--- src/rtl/sa_ws_controller.sv ---
// Weight-stationary systolic array sequencer: weight tile fetch/burst load, activation streaming, drain and result tagging.
// Optional build macro SA_CTRL_SKEW_EN adds per-row activation skew (row r delayed r cycles) in front of the array.
module sa_ws_controller #(
  parameter int unsigned WORDWIDTH  = 8,
  parameter int unsigned ARRWIDTH   = 4,
  parameter int unsigned ARRHEIGHT  = 4,
  parameter int unsigned VEC_CNT_W  = 8,
  parameter int unsigned PS_LATENCY = ARRHEIGHT + ARRWIDTH - 1
) (
  input  logic                              clk,
  input  logic                              reset_n,
  input  logic                              start,
  input  logic [VEC_CNT_W-1:0]              num_vectors,
  output logic                              busy,
  output logic                              done,
  input  logic                              w_valid,
  output logic                              w_ready,
  input  logic [WORDWIDTH*ARRWIDTH-1:0]     w_data,
  input  logic                              a_valid,
  output logic                              a_ready,
  input  logic [WORDWIDTH*ARRHEIGHT-1:0]    a_data,
  output logic                              sa_mode,
  output logic [WORDWIDTH*ARRWIDTH-1:0]     sa_w_in_vec,
  output logic [WORDWIDTH*ARRHEIGHT-1:0]    sa_a_in_vec,
  input  logic [WORDWIDTH*4*ARRWIDTH-1:0]   sa_ps_out_vec,
  output logic                              out_valid,
  output logic [WORDWIDTH*4*ARRWIDTH-1:0]   out_data,
  output logic [VEC_CNT_W-1:0]              out_index
);

  localparam int unsigned W_VEC_W = WORDWIDTH * ARRWIDTH;
  localparam int unsigned A_VEC_W = WORDWIDTH * ARRHEIGHT;
  localparam int unsigned ROW_W   = (ARRHEIGHT > 1) ? $clog2(ARRHEIGHT) : 1;
`ifdef SA_CTRL_SKEW_EN
  localparam int unsigned SKEW    = ARRHEIGHT - 1;
`else
  localparam int unsigned SKEW    = 0;
`endif
  // Valid/index pipeline spans the array latency, the result register slot and any row skew.
  localparam int unsigned DL_LEN  = PS_LATENCY + 2 + SKEW;

  typedef enum logic [2:0] {
    S_IDLE, S_FETCH_W, S_LOAD_W, S_STREAM, S_DRAIN, S_DONE
  } state_t;

  state_t               state, state_nx;
  logic [ROW_W-1:0]     row_cnt, row_cnt_nx;
  logic [VEC_CNT_W-1:0] acc_cnt, acc_cnt_nx;
  logic [VEC_CNT_W-1:0] num_q, num_q_nx;
  logic [W_VEC_W-1:0]   wbuf [ARRHEIGHT];
  logic [DL_LEN-1:0]    vld_dl;
  logic [VEC_CNT_W-1:0] idx_dl [DL_LEN];
  logic                 w_hs, a_hs;

  logic                 busy_d, done_d, w_ready_d, a_ready_d, sa_mode_d;
  logic [W_VEC_W-1:0]   sa_w_in_vec_d;
  logic [A_VEC_W-1:0]   a_stage_d;

  assign w_hs = w_valid & w_ready;
  assign a_hs = a_valid & a_ready;

  // State and counter registers
  always_ff @(posedge clk or negedge reset_n) begin
    if (!reset_n) begin
      state   <= S_IDLE;
      row_cnt <= '0;
      acc_cnt <= '0;
      num_q   <= '0;
    end else begin
      state   <= state_nx;
      row_cnt <= row_cnt_nx;
      acc_cnt <= acc_cnt_nx;
      num_q   <= num_q_nx;
    end
  end

  // Next-state and counter logic
  always_comb begin
    state_nx   = state;
    row_cnt_nx = row_cnt;
    acc_cnt_nx = acc_cnt;
    num_q_nx   = num_q;
    unique case (state)
      S_IDLE: begin
        if (start) begin
          state_nx   = S_FETCH_W;
          num_q_nx   = num_vectors;
          row_cnt_nx = '0;
          acc_cnt_nx = '0;
        end
      end
      S_FETCH_W: begin
        if (w_hs) begin
          if (row_cnt == ROW_W'(ARRHEIGHT - 1)) begin
            row_cnt_nx = '0;
            state_nx   = S_LOAD_W;
          end else begin
            row_cnt_nx = row_cnt + ROW_W'(1);
          end
        end
      end
      S_LOAD_W: begin
        if (row_cnt == ROW_W'(ARRHEIGHT - 1)) begin
          row_cnt_nx = '0;
          state_nx   = (num_q == '0) ? S_DONE : S_STREAM;
        end else begin
          row_cnt_nx = row_cnt + ROW_W'(1);
        end
      end
      S_STREAM: begin
        // acc_cnt < num_q here, so the increment cannot wrap even at the maximum count
        if (a_hs) begin
          acc_cnt_nx = acc_cnt + VEC_CNT_W'(1);
          if (acc_cnt_nx == num_q) state_nx = S_DRAIN;
        end
      end
      S_DRAIN: begin
        if (vld_dl == '0) state_nx = S_DONE;
      end
      S_DONE:  state_nx = S_IDLE;
      default: state_nx = S_IDLE;
    endcase
  end

  // Output decode from the next state so registered outputs line up with the state
  always_comb begin
    busy_d        = (state_nx != S_IDLE);
    done_d        = (state_nx == S_DONE);
    w_ready_d     = (state_nx == S_FETCH_W);
    a_ready_d     = (state_nx == S_STREAM) && (acc_cnt_nx < num_q_nx);
    sa_mode_d     = (state_nx != S_LOAD_W);
    sa_w_in_vec_d = '0;
    if (state_nx == S_LOAD_W) begin
      // forward the row being written this cycle (single-row tiles only)
      sa_w_in_vec_d = (w_hs && (row_cnt == row_cnt_nx)) ? w_data : wbuf[row_cnt_nx];
    end
    a_stage_d     = a_hs ? a_data : '0;
  end

  always_ff @(posedge clk or negedge reset_n) begin
    if (!reset_n) begin
      busy        <= 1'b0;
      done        <= 1'b0;
      w_ready     <= 1'b0;
      a_ready     <= 1'b0;
      sa_mode     <= 1'b1;
      sa_w_in_vec <= '0;
    end else begin
      busy        <= busy_d;
      done        <= done_d;
      w_ready     <= w_ready_d;
      a_ready     <= a_ready_d;
      sa_mode     <= sa_mode_d;
      sa_w_in_vec <= sa_w_in_vec_d;
    end
  end

  // Weight tile buffer
  always_ff @(posedge clk) begin
    if (w_hs) wbuf[row_cnt] <= w_data;
  end

  // Activation rows into the array, optionally skewed into a diagonal wavefront
  for (genvar r = 0; r < ARRHEIGHT; r++) begin : g_row
    logic [WORDWIDTH-1:0] row_q;
`ifdef SA_CTRL_SKEW_EN
    if (r == 0) begin : g_direct
      always_ff @(posedge clk or negedge reset_n) begin
        if (!reset_n) row_q <= '0;
        else          row_q <= a_stage_d[r*WORDWIDTH +: WORDWIDTH];
      end
    end else begin : g_skew
      logic [WORDWIDTH-1:0] sk [r];
      always_ff @(posedge clk or negedge reset_n) begin
        if (!reset_n) begin
          for (int i = 0; i < r; i++) sk[i] <= '0;
          row_q <= '0;
        end else begin
          sk[0] <= a_stage_d[r*WORDWIDTH +: WORDWIDTH];
          for (int i = 1; i < r; i++) sk[i] <= sk[i-1];
          row_q <= sk[r-1];
        end
      end
    end
`else
    always_ff @(posedge clk or negedge reset_n) begin
      if (!reset_n) row_q <= '0;
      else          row_q <= a_stage_d[r*WORDWIDTH +: WORDWIDTH];
    end
`endif
    assign sa_a_in_vec[r*WORDWIDTH +: WORDWIDTH] = row_q;
  end

  // Valid/index delay line and result capture
  always_ff @(posedge clk or negedge reset_n) begin
    if (!reset_n) begin
      vld_dl    <= '0;
      for (int i = 0; i < DL_LEN; i++) idx_dl[i] <= '0;
      out_valid <= 1'b0;
      out_data  <= '0;
      out_index <= '0;
    end else begin
      vld_dl    <= {vld_dl[DL_LEN-2:0], a_hs};
      idx_dl[0] <= acc_cnt;
      for (int i = 1; i < DL_LEN; i++) idx_dl[i] <= idx_dl[i-1];
      out_valid <= vld_dl[DL_LEN-1];
      if (vld_dl[DL_LEN-1]) begin
        out_data  <= sa_ps_out_vec;
        out_index <= idx_dl[DL_LEN-1];
      end
    end
  end

endmodule

--- config.mk ---
export PLATFORM = sky130hd
export DESIGN_NAME = sa_ws_controller
export DESIGN_NICKNAME = d
export VERILOG_FILES = /design/src/rtl/sa_ws_controller.sv
export SDC_FILE = /design/constraint.sdc
export NUM_CORES = 1
export LEC_CHECK = 0
export ABC_CLOCK_PERIOD_IN_PS = 2950
export CORE_MARGIN = 1
export CORE_UTILIZATION = 45
export DETAILED_ROUTE_END_ITERATION = 7
export PLACE_DENSITY = 0.79
export SLEW_MARGIN = 25
export SYNTH_ARGS = -nofsm -noshare
export SYNTH_HDL_FRONTEND = slang
export SYNTH_SLANG_ARGS = --single-unit
--- constraint.sdc ---
create_clock -name clk -period 2.95 [get_ports clk]
set_input_delay 0.59 -clock clk [delete_from_list [all_inputs] [get_ports clk]]
set_output_delay 0.59 -clock clk [all_outputs]
set_load 0.005 [all_outputs]
==> run metrics <==
Fillers=2442; CTS buffer count=44; R2R setup slack=0.35 ns; FF/Latch Area=0.01156 mm2; period utilization=90.05%; CTS tree=built; number of global-route vias before repair=10.27k; drt first pass iters=5; achievable clock frequency=376.5 MHz; H-tree Lvls=2; Primary FF master, synth=dfrtp_1; met1 Use GR=24.83%; reg2reg end=a_ready; EDFF count, synth=128; first-pass GRT wire length=58.07 mm; PnR worst setup slack=0.2937 ns; Seq/Total Area, Yosys=71.62%; Async SR Flop Fraction=70.64%; Tightest Pin Transition=0.7717 ns; RSZ-0062 raised after global routing=no; setup TNS=0 ns; commonest non-fill, non-tap cell in the layout=clkdlybuf4s50_1; Worst Path Required=3.40 ns; WL/cell=20.79 um; Rows=68; DP Worst Slack=-0.2428 ns; Die ar.=0.03661 mm2; buffers added on ports=410; worst r2r path cells=9; pin count of the biggest net entering global routing=138; endpoint type of the worst setup path=flop; CP Max Fanout=33; grt met3 use=4.865%; most used routing layer=met2; Final HPWL DP=25.51 mm; yosys warns=0; clock skew=0.01385 ns; Iteration-0 DRC Markers=519; # DRC=0; Worst setup SP type=primary input; initial core utilization=46.24%; Peak supply drop=0.6524 mV; area of the multi-input gates=0.004267 mm2; Worst EP arrival=3.11 ns; CTS clk-pin slew, worst paths=0.06 ns; clk sinks=436; Leak=0.009255 uW; met2 Use GR=37.03%; core area=0.03488 mm2; Layout area overhead=39.16%; fin. max-slew vios=0; Mapped Area=0.01613 mm2; DIE WIDTH=191.3 um; worst hold path type=reg -> reg; root buffer cell=clkbuf_16; Design Area, Final=0.02245 mm2; Synth Register Bits=436; Tmin final=2.656 ns; GR Overflow Total=0; Area after DPL=0.02097 mm2; DRT antenna net count=0; nets=1574; routed vias/inst=5.317; post-synthesis cell count=921; MaxCap Viol Count=0; IO Pins=411; PD cells=901.8 mW/mm2; Critical R2R Launch=state[0]; postcts setup bufs=0; total power=20240 uW; number of antenna violations at the first check in global routing=3; Max clock buf depth=3; critical path type=in -> reg; Hold Fails Final Rpt=0; die height=191.3 um; Mapped Avg Cell Area=17.51 um2; Hold Path Origin=idx_dl[10]; total wire length=38.44 mm; Slew HR=48.56%; Hold WS=0.3431 ns; ratio of cells with drive above 1 in the final layout=21.46%; gr usage total=20.96%; Synthesized Nets=1138; RePlAce Congestion=0.8465; Clock Latency Late Sink=0.56 ns; most frequent cells in the layout=clkdlybuf4s50_1, dfrtp_1, mux2_2, edfxtp_1, clkbuf_16; via count=9831; status=complete, no violations; # setup viols final=0; synth unique cells=58; Worst Hold End=idx_dl[2]; Worst Hold Depth=0
[synthesized netlist by cell type (11+ instances only)]
master	instances	area share, %
o2111a_1	33	2.3
dfrtp_1	307	48
and3_1	38	1.5
mux4_2	32	4.5
nand2_1	15	0.35
a31o_1	29	1.6
edfxtp_1	128	24
buf_2	11	0.34
ha_1	12	0.93
inv_1	15	0.35
o21ai_0	11	0.34
clkbuf_1	37	0.86
mux2_2	137	9.6
[metal layers]
layer	vias to the layer above	routed length, um
met4	2	989
met3	71	2748
met5	-	13
li1	4352	-
met1	5037	14540
met2	369	20150
[cell families (layout without fill, tap and decap cells)]
group                      Yosys count  after routing  share of synthesized area, %
other                                0              1                             0
DFF                                436            436                         71.62
muxes                              178            178                         14.59
buffers and inverters               72            544                         2.156
adders and majority gates           12             12                        0.9308
xor gates and xnor gates            11             11                        0.6826
and+or+nand+nor                     98             98                         3.576
AOI/OAI and AO/OA                  114            114                         6.446
[through the flow]
stage	std cells	utilization, %
floorplan	921	-
global placement	1765	60.10
detailed placement	1765	60.10
CTS	1848	64.34
global route	1849	64.35
finish	1849	64.35
[worst max-delay path, stage by stage]
cell             delay, ns
clkdlybuf4s50_1       0.52
buf_4                 0.30
nand4b_1              0.15
nor2_1                0.14
xnor2_1               0.08
mux2i_1               0.27
ha_1                  0.29
o21a_1                0.10
o21ai_0               0.15
a21oi_1               0.09
o21a_1                0.11
a2111oi_1             0.29
[area by class of cell]
type	instances	area share, %
repair buffers	447	20.17
inverters	15	0.2508
diodes	1	0.01115
clock inverters	20	0.9365
well taps	455	2.536
multi-input cells	413	19.01
clock buffers	62	5.608
flip-flops and latches	436	51.48
[registers in the layout (all words and copies together) (netlist names)]
register / cells
out_data: 128
wbuf: 128
idx_dl: 72
g_row.row_q: 32
sa_w_in_vec: 32
vld_dl: 9
acc_cnt: 8
num_q: 8
out_index: 8
state: 3
row_cnt: 2
a_ready: 1
busy: 1
done: 1
out_valid: 1
sa_mode: 1
w_ready: 1
[power breakdown]
group / switching (uW) / internal, uW
registers: 666 / 7580
logic: 2550 / 3860
clock network: 2320 / 3270
[worst max-delay path by stage]
stage	from	slack, ns	end
4_1_cts	state[0]	0.33	a_ready
3_3_place_gp	a_valid	-0.17	a_ready
5_1_grt	state[0]	0.12	a_ready
6_report	a_valid	0.29	a_ready
2_1_floorplan	row_cnt[0]	0.34	sa_w_in_vec[24]
3_5_place_dp	a_valid	-0.24	a_ready
[repair_timing]
item                                   in CTS  in global routing
endpoints found under the hold margin      52                  0
hold buffers                                1                  0
resized for setup                           0                  0
No activity file was read; power rests on OpenSTA's default activity.
